--- src/rtl/uart_pkg.sv ---
// Shared definitions for the UART transmit arbiter: FSM state encodings,
// default byte width and the round-robin pointer wrap helper.
package uart_pkg;

    localparam int UART_WIDTH_DATA = 8;

    typedef enum logic [1:0] {
        ST_IDLE = 2'd0,
        ST_HDR  = 2'd1,
        ST_DATA = 2'd2
    } arb_state_e;

    function automatic int rr_next(input int idx, input int n);
        return (idx + 1 >= n) ? 0 : idx + 1;
    endfunction

endpackage

--- src/rtl/uart_tx_arbiter_rr_pick.sv ---
// Combinational round-robin picker: first set request at or above ptr_i,
// wrapping from N-1 back to 0.
module rr_pick #(
    parameter int N  = 4,
    parameter int IW = $clog2(N)
) (
    input  logic [N-1:0]  req_i,
    input  logic [IW-1:0] ptr_i,
    output logic [N-1:0]  gnt_o,
    output logic [IW-1:0] idx_o,
    output logic          any_o
);

    // Rotated priority search; the first hit locks out later candidates
    always_comb begin
        gnt_o = '0;
        idx_o = '0;
        any_o = 1'b0;
        for (int i = 0; i < N; i++) begin
            if (!any_o && req_i[(int'(ptr_i) + i) % N]) begin
                gnt_o[(int'(ptr_i) + i) % N] = 1'b1;
                idx_o = IW'((int'(ptr_i) + i) % N);
                any_o = 1'b1;
            end else begin
                any_o = any_o;
            end
        end
    end

endmodule

--- src/rtl/uart_tx_arbiter.sv ---
// Round-robin, per-message arbiter feeding a single UART write port.
// Define UART_ARB_HDR_EN to prefix every grant with one header byte HDR_BASE|owner.
module uart_tx_arbiter
    import uart_pkg::*;
#(
    parameter int                    NB_REQ     = 4,
    parameter int                    WIDTH_DATA = UART_WIDTH_DATA,
    parameter int                    MAX_BURST  = 16,
    parameter logic [WIDTH_DATA-1:0] HDR_BASE   = 8'hF0
) (
    input  logic                         i_clk,
    input  logic                         i_rst,
    input  logic [NB_REQ-1:0]            i_req,
    input  logic [NB_REQ*WIDTH_DATA-1:0] i_data,
    input  logic [NB_REQ-1:0]            i_last,
    output logic [NB_REQ-1:0]            o_ack,
    output logic [NB_REQ-1:0]            o_gnt,
    output logic                         o_busy,
    output logic                         o_we,
    output logic [WIDTH_DATA-1:0]        o_data,
    input  logic                         i_mty
);

    localparam int             IW       = $clog2(NB_REQ);
    localparam int             CW       = $clog2(MAX_BURST + 1);
    localparam logic [CW-1:0]  CNT_LAST = CW'(MAX_BURST - 1);

    arb_state_e              state_q, state_d;
    logic [IW-1:0]           ptr_q, ptr_d, owner_q, owner_d, pick_idx_s;
    logic [CW-1:0]           cnt_q, cnt_d;
    logic [NB_REQ-1:0]       gnt_q, gnt_d, pick_gnt_s, ack_s;
    logic                    busy_q, pick_any_s, we_s, release_s;
    logic                    own_req_s, own_last_s;
    logic [WIDTH_DATA-1:0]   data_s, own_byte_s;

    rr_pick #(.N(NB_REQ), .IW(IW)) u_pick (
        .req_i (i_req),
        .ptr_i (ptr_q),
        .gnt_o (pick_gnt_s),
        .idx_o (pick_idx_s),
        .any_o (pick_any_s)
    );

    assign own_req_s  = i_req[owner_q];
    assign own_last_s = i_last[owner_q];
    assign own_byte_s = i_data[int'(owner_q)*WIDTH_DATA +: WIDTH_DATA];

`ifndef UART_ARB_HDR_EN
    logic unused_hdr_s;
    assign unused_hdr_s = ^HDR_BASE;
`endif

    // Next-state, grant bookkeeping and the combinational UART write port
    always_comb begin
        state_d   = state_q;
        ptr_d     = ptr_q;
        owner_d   = owner_q;
        cnt_d     = cnt_q;
        gnt_d     = gnt_q;
        we_s      = 1'b0;
        data_s    = '0;
        ack_s     = '0;
        release_s = 1'b0;
        case (state_q)
            ST_IDLE: begin
                if (pick_any_s) begin
                    owner_d = pick_idx_s;
                    gnt_d   = pick_gnt_s;
                    cnt_d   = '0;
`ifdef UART_ARB_HDR_EN
                    state_d = ST_HDR;
`else
                    state_d = ST_DATA;
`endif
                end else begin
                    state_d = ST_IDLE;
                end
            end
`ifdef UART_ARB_HDR_EN
            ST_HDR: begin
                we_s   = 1'b1;
                data_s = HDR_BASE | WIDTH_DATA'(owner_q);
                if (i_mty) begin
                    state_d = ST_DATA;
                end else begin
                    state_d = ST_HDR;
                end
            end
`endif
            ST_DATA: begin
                we_s   = own_req_s;
                data_s = own_byte_s;
                if (!own_req_s) begin
                    release_s = 1'b1;
                end else if (i_mty) begin
                    ack_s[owner_q] = 1'b1;
                    cnt_d          = cnt_q + CW'(1);
                    // A last byte landing on the burst limit still releases only once
                    release_s      = own_last_s || (cnt_q == CNT_LAST);
                end else begin
                    release_s = 1'b0;
                end
            end
            default: begin
                state_d = ST_IDLE;
                gnt_d   = '0;
            end
        endcase
        if (release_s) begin
            state_d = ST_IDLE;
            gnt_d   = '0;
            ptr_d   = IW'(rr_next(int'(owner_q), NB_REQ));
        end else begin
            ptr_d = ptr_d;
        end
    end

    // State, pointer, owner, burst count and registered status outputs
    always_ff @(posedge i_clk) begin
        if (i_rst) begin
            state_q <= ST_IDLE;
            ptr_q   <= '0;
            owner_q <= '0;
            cnt_q   <= '0;
            gnt_q   <= '0;
            busy_q  <= 1'b0;
        end else begin
            state_q <= state_d;
            ptr_q   <= ptr_d;
            owner_q <= owner_d;
            cnt_q   <= cnt_d;
            gnt_q   <= gnt_d;
            busy_q  <= (state_d != ST_IDLE);
        end
    end

    assign o_ack  = ack_s;
    assign o_we   = we_s;
    assign o_data = data_s;
    assign o_gnt  = gnt_q;
    assign o_busy = busy_q;

endmodule

--- config.mk ---
export PLATFORM = sky130hd
export DESIGN_NAME = uart_tx_arbiter
export DESIGN_NICKNAME = d
export VERILOG_FILES = /design/src/rtl/uart_pkg.sv /design/src/rtl/uart_tx_arbiter_rr_pick.sv /design/src/rtl/uart_tx_arbiter.sv
export SDC_FILE = /design/constraint.sdc
export NUM_CORES = 1
export LEC_CHECK = 0
export BUFFER_PORTS_ARGS = -buffer_cell sky130_fd_sc_hd__buf_2
export CAP_MARGIN = 20
export CORE_ASPECT_RATIO = 0.6
export CORE_MARGIN = 5
export CORE_UTILIZATION = 50
export CTS_CLUSTER_DIAMETER = 100
export DETAILED_ROUTE_END_ITERATION = 6
export MAX_ROUTING_LAYER = met4
export PLACE_DENSITY = 0.83
export SLEW_MARGIN = 5
export SYNTH_ARGS = -nofsm -noshare
export SYNTH_HDL_FRONTEND = slang
export SYNTH_HIERARCHICAL = 1
export SYNTH_SLANG_ARGS = --single-unit
--- constraint.sdc ---
create_clock -name i_clk -period 4.83 [get_ports i_clk]
set_clock_uncertainty 0.1 [all_clocks]
set_input_delay 0.483 -clock i_clk [delete_from_list [all_inputs] [get_ports i_clk]]
set_output_delay 0.483 -clock i_clk [all_outputs]
set_load 0.01 [all_outputs]
### After elaboration in Yosys (flattened, before gate mapping)

Cells that the tools add are included.

| cells by class | value |
|---|---|
| add/subtract/negate cells | 5 |
| multipliers | 0 |
| div/mod/pow operators | 0 |
| $lt $le $gt $ge | 11 |
| eq/ne operators | 5 |
| shift-type cells | 1 |
| muxes and demuxes | 55 |
| bitwise logic cells | 7 |
| reductions and logical operators | 22 |

Operators with widths:

| cell | count |
|---|---|
| 2-to-1 mux 4 bit | 8 |
| variable part select 32 x 6 -> 8 bit | 1 |
| 2-to-1 mux 1 bit | 22 |
| 2-to-1 mux 5 bit | 3 |
| 2-to-1 mux 2 bit | 7 |
| binary-select mux 1 bit (select 2 bit) | 6 |
| < comparator 3 x 4 -> 1 bit (second input constant) | 3 |
| OR 4 bit | 3 |
| demux 1 bit (select 2 bit) | 5 |
| case mux 5 bit (2 select lines) | 1 |
| >= comparator 3 x 1 -> 1 bit (second input constant) | 3 |
| logical AND 1 bit | 8 |
| 2-to-1 mux 8 bit | 1 |
| case mux 4 bit (2 select lines) | 1 |
| OR reduction 2 bit | 4 |
| < comparator 2 x 3 -> 1 bit (second input constant) | 2 |
| != test 2 bit (second input constant) | 3 |
| adder 5 x 1 -> 5 bit (second input constant) | 1 |
| equality test 5 x 4 -> 1 bit (second input constant) | 1 |
| adder 2 bit (second input constant) | 2 |
| >= comparator 2 x 1 -> 1 bit (second input constant) | 2 |
| case mux 2 bit (2 select lines) | 1 |
| AND reduction 2 bit | 2 |
| AND reduction 4 bit | 1 |
| 10 further kinds | 15 |

| word-level totals | value |
|---|---|
| bits in registers | 16 |
| bits in latches | 0 |
| RAM bits | 0 |
| memory bits (read-only) | 0 |
| output and inout bits | 18 |
| memories kept | 0 |

### Longest topological paths before layout

Gate-level depths: netlist of run 1.

| logic depth | value |
|---|---|
| word-level depth | 18 |
| depth in mapped cells | 11 |

### Modules after synthesis

Netlist of run 1, hierarchy kept.

Modules (own cells, without submodules):

| module | times used | cells an instance | area an instance (sq um) | seq. area each (sq um) |
|---|---|---|---|---|
| uart_tx_arbiter | 1 | 110 | 1,079.8 | 320.3 |
| rr_pick | 1 | 45 | 419.2 | 0.0 |

### Worst setup path after synthesis of run 1

No wires, ideal clock.

| path | value |
|---|---|
| kind | flip-flop to flip-flop |
| start | register ptr_q[0] |
| end | register cnt_q[1] |
| library setup time | 114 ps |
| arrival | 2,333 ps |
| data required time | 4,616 ps |
| setup slack | 2,283 ps |
| stages on the path, launching flop included | 12 |
| path buffers | 2 |
| clock period less this slack | 2,547 ps |
| cell sequence | dfxtp_1 buf_6 inv_1 ha_1 mux4_2 buf_6 nor3_1 nand2b_1 nor3b_2 a31oi_4 mux2i_1 nor2_1 |

| between the ends | value |
|---|---|
| word-level cells in the longest chain between the ends | 14 |
| elaborated cells between the ends (all ways) | 26 |

Ends and longest elaborated chain:

| what | RTL line | source |
|---|---|---|
| from (decl) | uart_tx_arbiter.sv:29 | `logic [IW-1:0] ptr_q, ptr_d, owner_q, owner_d, pick_idx_s;` |
| from (signal assigned) | uart_tx_arbiter.sv:129 | `ptr_q <= ptr_d;` |
| adder 2 x 1 -> 2 bit / binary-select mux 1 bit (select 2 bit) (equally long branches) | uart_tx_arbiter_rr_pick.sv:20 | `if (!any_o && req_i[(int'(ptr_i) + i) % N]) begin` |
| binary-select mux 1 bit (select 2 bit) / 2-to-1 mux 1 bit (equally long branches) | uart_tx_arbiter_rr_pick.sv:20 |  |
| 2-to-1 mux 1 bit (implied by the code) | uart_tx_arbiter_rr_pick.sv:20 |  |
| 2-to-1 mux 1 bit (implied by the code) / zero test 1 bit (equally long branches) | uart_tx_arbiter_rr_pick.sv:20 |  |
| logical AND 1 bit | uart_tx_arbiter_rr_pick.sv:20 |  |
| 2-to-1 mux 1 bit | uart_tx_arbiter_rr_pick.sv:20 |  |
| zero test 1 bit | uart_tx_arbiter_rr_pick.sv:20 |  |
| logical AND 1 bit | uart_tx_arbiter_rr_pick.sv:20 |  |
| 2-to-1 mux 1 bit | uart_tx_arbiter_rr_pick.sv:20 |  |
| zero test 1 bit | uart_tx_arbiter_rr_pick.sv:20 |  |
| logical AND 1 bit | uart_tx_arbiter_rr_pick.sv:20 |  |
| 2-to-1 mux 1 bit * | uart_tx_arbiter_rr_pick.sv:20 |  |
| named net pick_any_s | uart_tx_arbiter.sv:32 | `logic busy_q, pick_any_s, we_s, release_s;` |
| != test 2 bit (no source line) * | n/a |  |
| AND reduction 4 bit (no source line) * | n/a |  |
| to (signal assigned) | uart_tx_arbiter.sv:131 | `cnt_q <= cnt_d;` |
| to (decl) | uart_tx_arbiter.sv:30 | `logic [CW-1:0] cnt_q, cnt_d;` |

The timed path passes the listed nets; every way through them passes the cells marked *. The select of a mux whose other input is x is not followed.
A chain may end at the register's enable or synchronous reset.

### Worst setup path in the final report of run 1

| path | value |
|---|---|
| start | register ptr_q[0] |
| end | register cnt_q[4] |

Same word-level chain as after synthesis.

==> results of run 1 <==
-- worst max path at each step --
stage | start | endpoint | slack (ps) | cells past startpoint
CTS | ptr_q[0] | cnt_q[4] | 1720 | 9
global route | ptr_q[0] | cnt_q[4] | 1460 | 9
finish | ptr_q[0] | cnt_q[4] | 1720 | 9
floorplan | ptr_q[0] | cnt_q[1] | 2280 | 11
global placement | ptr_q[0] | cnt_q[3] | 1970 | 9
detailed placement | ptr_q[0] | cnt_q[4] | 1790 | 9
-- where the power goes --
part | internal, mW | total [mW] | switching, mW | leakage [nW]
combinational | 0.0566 | 0.110 | 0.0534 | 0.662
sequential | 0.138 | 0.149 | 0.0110 | 0.131
clock | 0.0724 | 0.119 | 0.0468 | 0.0288
total | 0.267 | 0.378 | 0.111 | 0.822
-- worst max-delay path, stage by stage (launching register included) --
cell and delay (ps):
dfxtp_1 660, inv_1 170, ha_1 400, mux4_2 450, nor3_1 280, nand2b_1 130, nor3b_2 220, a31oi_4 270
nor2b_1 90, a211oi_1 240
-- kinds of logic (layout without fill, tap and decap cells) --
kind of cell,Yosys count,after routing
multiplexers,23,23
AND/OR/NAND/NOR,50,50
other,1,1
adder cells (fa/ha/maj),11,11
buffers and inverters,17,74
flip-flops,16,16
AO/OA/AOI/OAI,36,36
XOR/XNOR,1,1
-- layout make-up --
cell class | instances | area share
clock buffer | 4 | 0.0295
sequential | 16 | 0.172
inverter | 10 | 0.0201
timing repair buffer | 60 | 0.161
tap | 42 | 0.0282
multi-input combinational | 122 | 0.589
-- metrics by stage --
stage / setup slack [ps] / utilization
floorplan: 2280 / -
global placement: 1970 / 0.630
detailed placement: 1790 / 0.630
CTS: 1720 / 0.649
global route: 1460 / 0.649
finish: 1720 / 0.649
-- registers in the layout, summed over array words and instances, names as in the netlist --
| name | count |
|---|---|
| owner_q | 2 |
| state_q | 2 |
| o_gnt | 4 |
| cnt_q | 5 |
| o_busy | 1 |
| ptr_q | 2 |
-- layer usage --
layer / vias up / GRT usage
met1: 653 / 0.289
met3: 4 / 0.0498
li1: 692 / -
met5: - / -
met2: 46 / 0.305
met4: 0 / 0.0337
-- cells in the mapped netlist, types with 4 or more instances --
master	n
nor2_1	19
ha_1	11
inv_1	10
a22oi_1	8
dfxtp_1	16
o21ai_0	7
o211ai_1	5
and2_1	12
a21oi_1	7
nor2b_1	4
mux4_2	11
mux2i_1	8
==> impl_metrics.ini, run 1 <==
[outcome]
status = finished clean

[timing]
finalHoldViolations = 0
setup_viol = 0
post-route-period-util = 0.644
worst_pin_slew_ps = 739
rsz0062_at_grt = false
setup-tns-final_ps = 0
fmax_mhz = 321
slew_headroom = 0.506
fin_hold_ws_ps = 378
fin_crit_ps = 3110
drv_slew = 0

[routing]
drtIter0Drc = 153
met1_length_um = 1810
firstDrtPassIters = 4
avgViaCountPerCell = 5.49
wl_um = 3830
wl_per_cell_um = 15.1
routed-wl-met3_um = 248
drc = 0
dr_wl_met2_um = 1730
antenna_left = 0
vias = 1395
highest_layer = met4

[yosys]
synth.net_count = 209
yosys_warnings = 6
async_flop_share = 0
synth_area_per_cell_um2 = 9.67
synthSimpleGateAreaFrac = 0.190
synth.cell_area_um2 = 1500
yosysUniqueCellTypes = 39
synth_edf_count = 0
synth_compound_area_frac = 0.173
synth-adder-area-share = 0.0918
ys_seq_area_frac = 0.214
synthXorXnorAreaFrac = 0.00584
postSynthCellCount = 155
synth_top_area_frac = 0.214
synth_seq_cells = 16
synth-main-ff-cell = dfxtp_1
synthMuxAreaShare = 0.269
ys_top_cells_by_area = dfxtp_1, mux4_2, ha_1, mux2i_1, and2_1
synth_top_area_cell = dfxtp_1
synth_top_family_by_area = multiplexers

[die]
design.core.area_um2 = 2870
start_util = 0.522
boundaryPins = 61
die_h_um = 52.4
rows = 15
dieArea_um2 = 4230
die_x_um = 80.7

[placed_design]
detailed_place_hpwl_um = 3080
placedInstanceArea_um2 = 1810
placedCellCount = 250
port_buffers = 60
gp_congestion = 0.870

[finish]
n_antenna_cell = 0
fin_area_um2 = 1860
drive_gt1_frac = 0.396
n_fill_cell = 250
layout.cells.most_common = buf_2
most-common-layout-cells = buf_2, nor2_1, dfxtp_1
area_growth_pct = 24.3
regArea_um2 = 320
nets = 267
fin_cells = 254
multi_input_area_um2 = 1100

[clock_tree]
cts_hold_buffers = 0
clk_pin_slew_ps = 70
post-cts-setup-buffer-count = 0
ctsLongestPathBuffers = 2
cts-root-buf = clkbuf_8
clock_latency_ps = 250
ctsResizeCount = 0
cts.sinks = 16
htreeDepth = 1
cts_tree = done
cts_buffers = 3

[global_routing]
grt_pass1_wl_um = 6370
grt_overflow = 0
grt_max_degree = 16
track_usage = 0.205
grt_antenna_before_repair = 0
grt_pass1_vias = 1277

[min_path]
hp-start = i_rst
min_path_cells = 2
hp-class = input pin to flip-flop
holdPathEnd = ptr_q[1]

[power_and_ir_drop]
peakVddDrop_uv = 145
total_power_mw = 0.378
leakagePower_nw = 0.822
p_per_area_nw_per_um2 = 203

[critical_path]
crit_fanout = 13
r2r_setup_slack_ps = 1720
r2r_end = cnt_q[4]
end_kind = flip-flop
required_ps = 4890
critical_path_class = flip-flop to flip-flop
critPathLaunchType = flip-flop
crit_arrival_ps = 3180
rr_worst_depth = 9
reg2reg_from = ptr_q[0]

[flow_run]
drv_cap = 0
(Power assumes the default switching activity.)
==> run 2, diff against run 1 <==
CORE_UTILIZATION = 48   (was 50)
PLACE_DENSITY = 0.81   (was 0.83)
clock period = 3.2 ns   (was 4.83 ns; I/O delays follow)
==> run 2 against run 1 <==
Wire length is 5.7% higher. First-iteration DRC count up 41%. Flip-flop and latch count unchanged. Final area is 1.2% higher. Register-to-register slack got worse by 1400 ps. Power is 54% higher. Die area is 3.5% higher. Final cell count increased by 1.2%. Count of clock-buffer cells in the layout stayed put. Critical endpoint unchanged. Largest power group unchanged.
==> impl_metrics.ini, run 2 (synthesis results as in run 1) <==
[placed_design]
gp_congestion = 0.951
placedInstanceArea_um2 = 1830
detailed_place_hpwl_um = 3200
port_buffers = 60
placedCellCount = 253
pre_cts_ws_ps = 342

[clock_tree]
ctsResizeCount = 0
ctsLongestPathBuffers = 2
cts_tree = done
clk_pin_slew_ps = 70
cts_hold_buffers = 0
cts-root-buf = clkbuf_8
cts.sinks = 16
cts_buffers = 3
htreeDepth = 1
post-cts-setup-buffer-count = 0
clock_latency_ps = 260

[routing]
antenna_left = 0
drtIter0Drc = 216
vias = 1424
drc = 0
wl_um = 4050
avgViaCountPerCell = 5.54
firstDrtPassIters = 4
wl_per_cell_um = 15.8

[power_and_ir_drop]
total_power_mw = 0.581
p_per_area_nw_per_um2 = 308
peakVddDrop_uv = 248
leakagePower_nw = 0.838

[finish]
n_fill_cell = 255
layout.cells.most_common = buf_2
final_util = 0.644
most-common-layout-cells = buf_2, nor2_1, dfxtp_1
largest_reg_flops = 5
nets = 270
fin_area_um2 = 1890
area_growth_pct = 25.8
fin_cells = 257
drive_gt1_frac = 0.405
n_antenna_cell = 0
regMostFlops = cnt_q

[critical_path]
required_ps = 3270
critical_path_class = flip-flop to flip-flop
crit_fanout = 10
end_kind = flip-flop
crit_arrival_ps = 2990
critPathLaunchType = flip-flop

[global_routing]
grt_max_degree = 16
track_usage = 0.206
grt_overflow = 0
grt_antenna_before_repair = 0
grt_pass1_wl_um = 6580
grt_pass1_vias = 1339

[min_path]
hp-class = input pin to flip-flop

[die]
die_h_um = 53.3
dieArea_um2 = 4380
design.core.area_um2 = 2930
boundaryPins = 61
die_x_um = 82.1
start_util = 0.512
rows = 15

[flow_run]
drv_cap = 0

[timing]
finalHoldViolations = 0
worst_slack_ps = 288
slew_headroom = 0.513
rsz0062_at_grt = false
fin_crit_ps = 2910
setup-tns-final_ps = 0
post-route-period-util = 0.910
setup_viol = 0
worst_pin_slew_ps = 729
fmax_mhz = 343
fin_hold_ws_ps = 205
drv_slew = 0

[outcome]
status = finished clean
## run 2: changes by cell type in the layout (fill, tap and decap cells not counted)
| cell | change |
|---|---|
| buf_4 | +3 |
## run 2: path summary, 6_finish.rpt
kind | depth (start not counted) | slack [ps] | startpoint | endpoint
setup reg to reg | 9 | 290 | ptr_q[1] | cnt_q[4]
hold reg to reg | 2 | 400 | o_gnt[1] | o_gnt[1]
hold / removal | 2 | 210 | i_rst | ptr_q[0]
setup / recovery | 9 | 290 | ptr_q[1] | cnt_q[4]
## run 2: power breakdown
part,switching (mW),internal [mW]
logic,0.0915,0.0878
registers,0.00676,0.208
clock network,0.0777,0.109
## run 2: worst max-delay path, stage by stage (launching register included)
cell and delay (ps):
dfxtp_1 530, inv_1 160, ha_1 390, mux4_2 450, nor3_1 300, nand2b_1 120
nor3b_2 210, a31oi_4 270, nor2b_1 80, a211oi_1 210
## run 2: area by class of cell
cell class              count  area [um^2]  share of cell area
multi-input cells         122         1100               0.582
repair buffers             63          323               0.171
flip-flops and latches     16          320               0.170
clock buffers               4         55.1              0.0292
well taps                  42         52.6              0.0279
inverters                  10         37.5              0.0199
## run 2: layer usage
layer | up-vias | global-route usage | wire length, um
met5 | - | - | 0
met4 | 0 | 0.0359 | 15
met3 | 5 | 0.0459 | 333
met2 | 58 | 0.288 | 1780
met1 | 666 | 0.302 | 1920
li1 | 695 | - | -
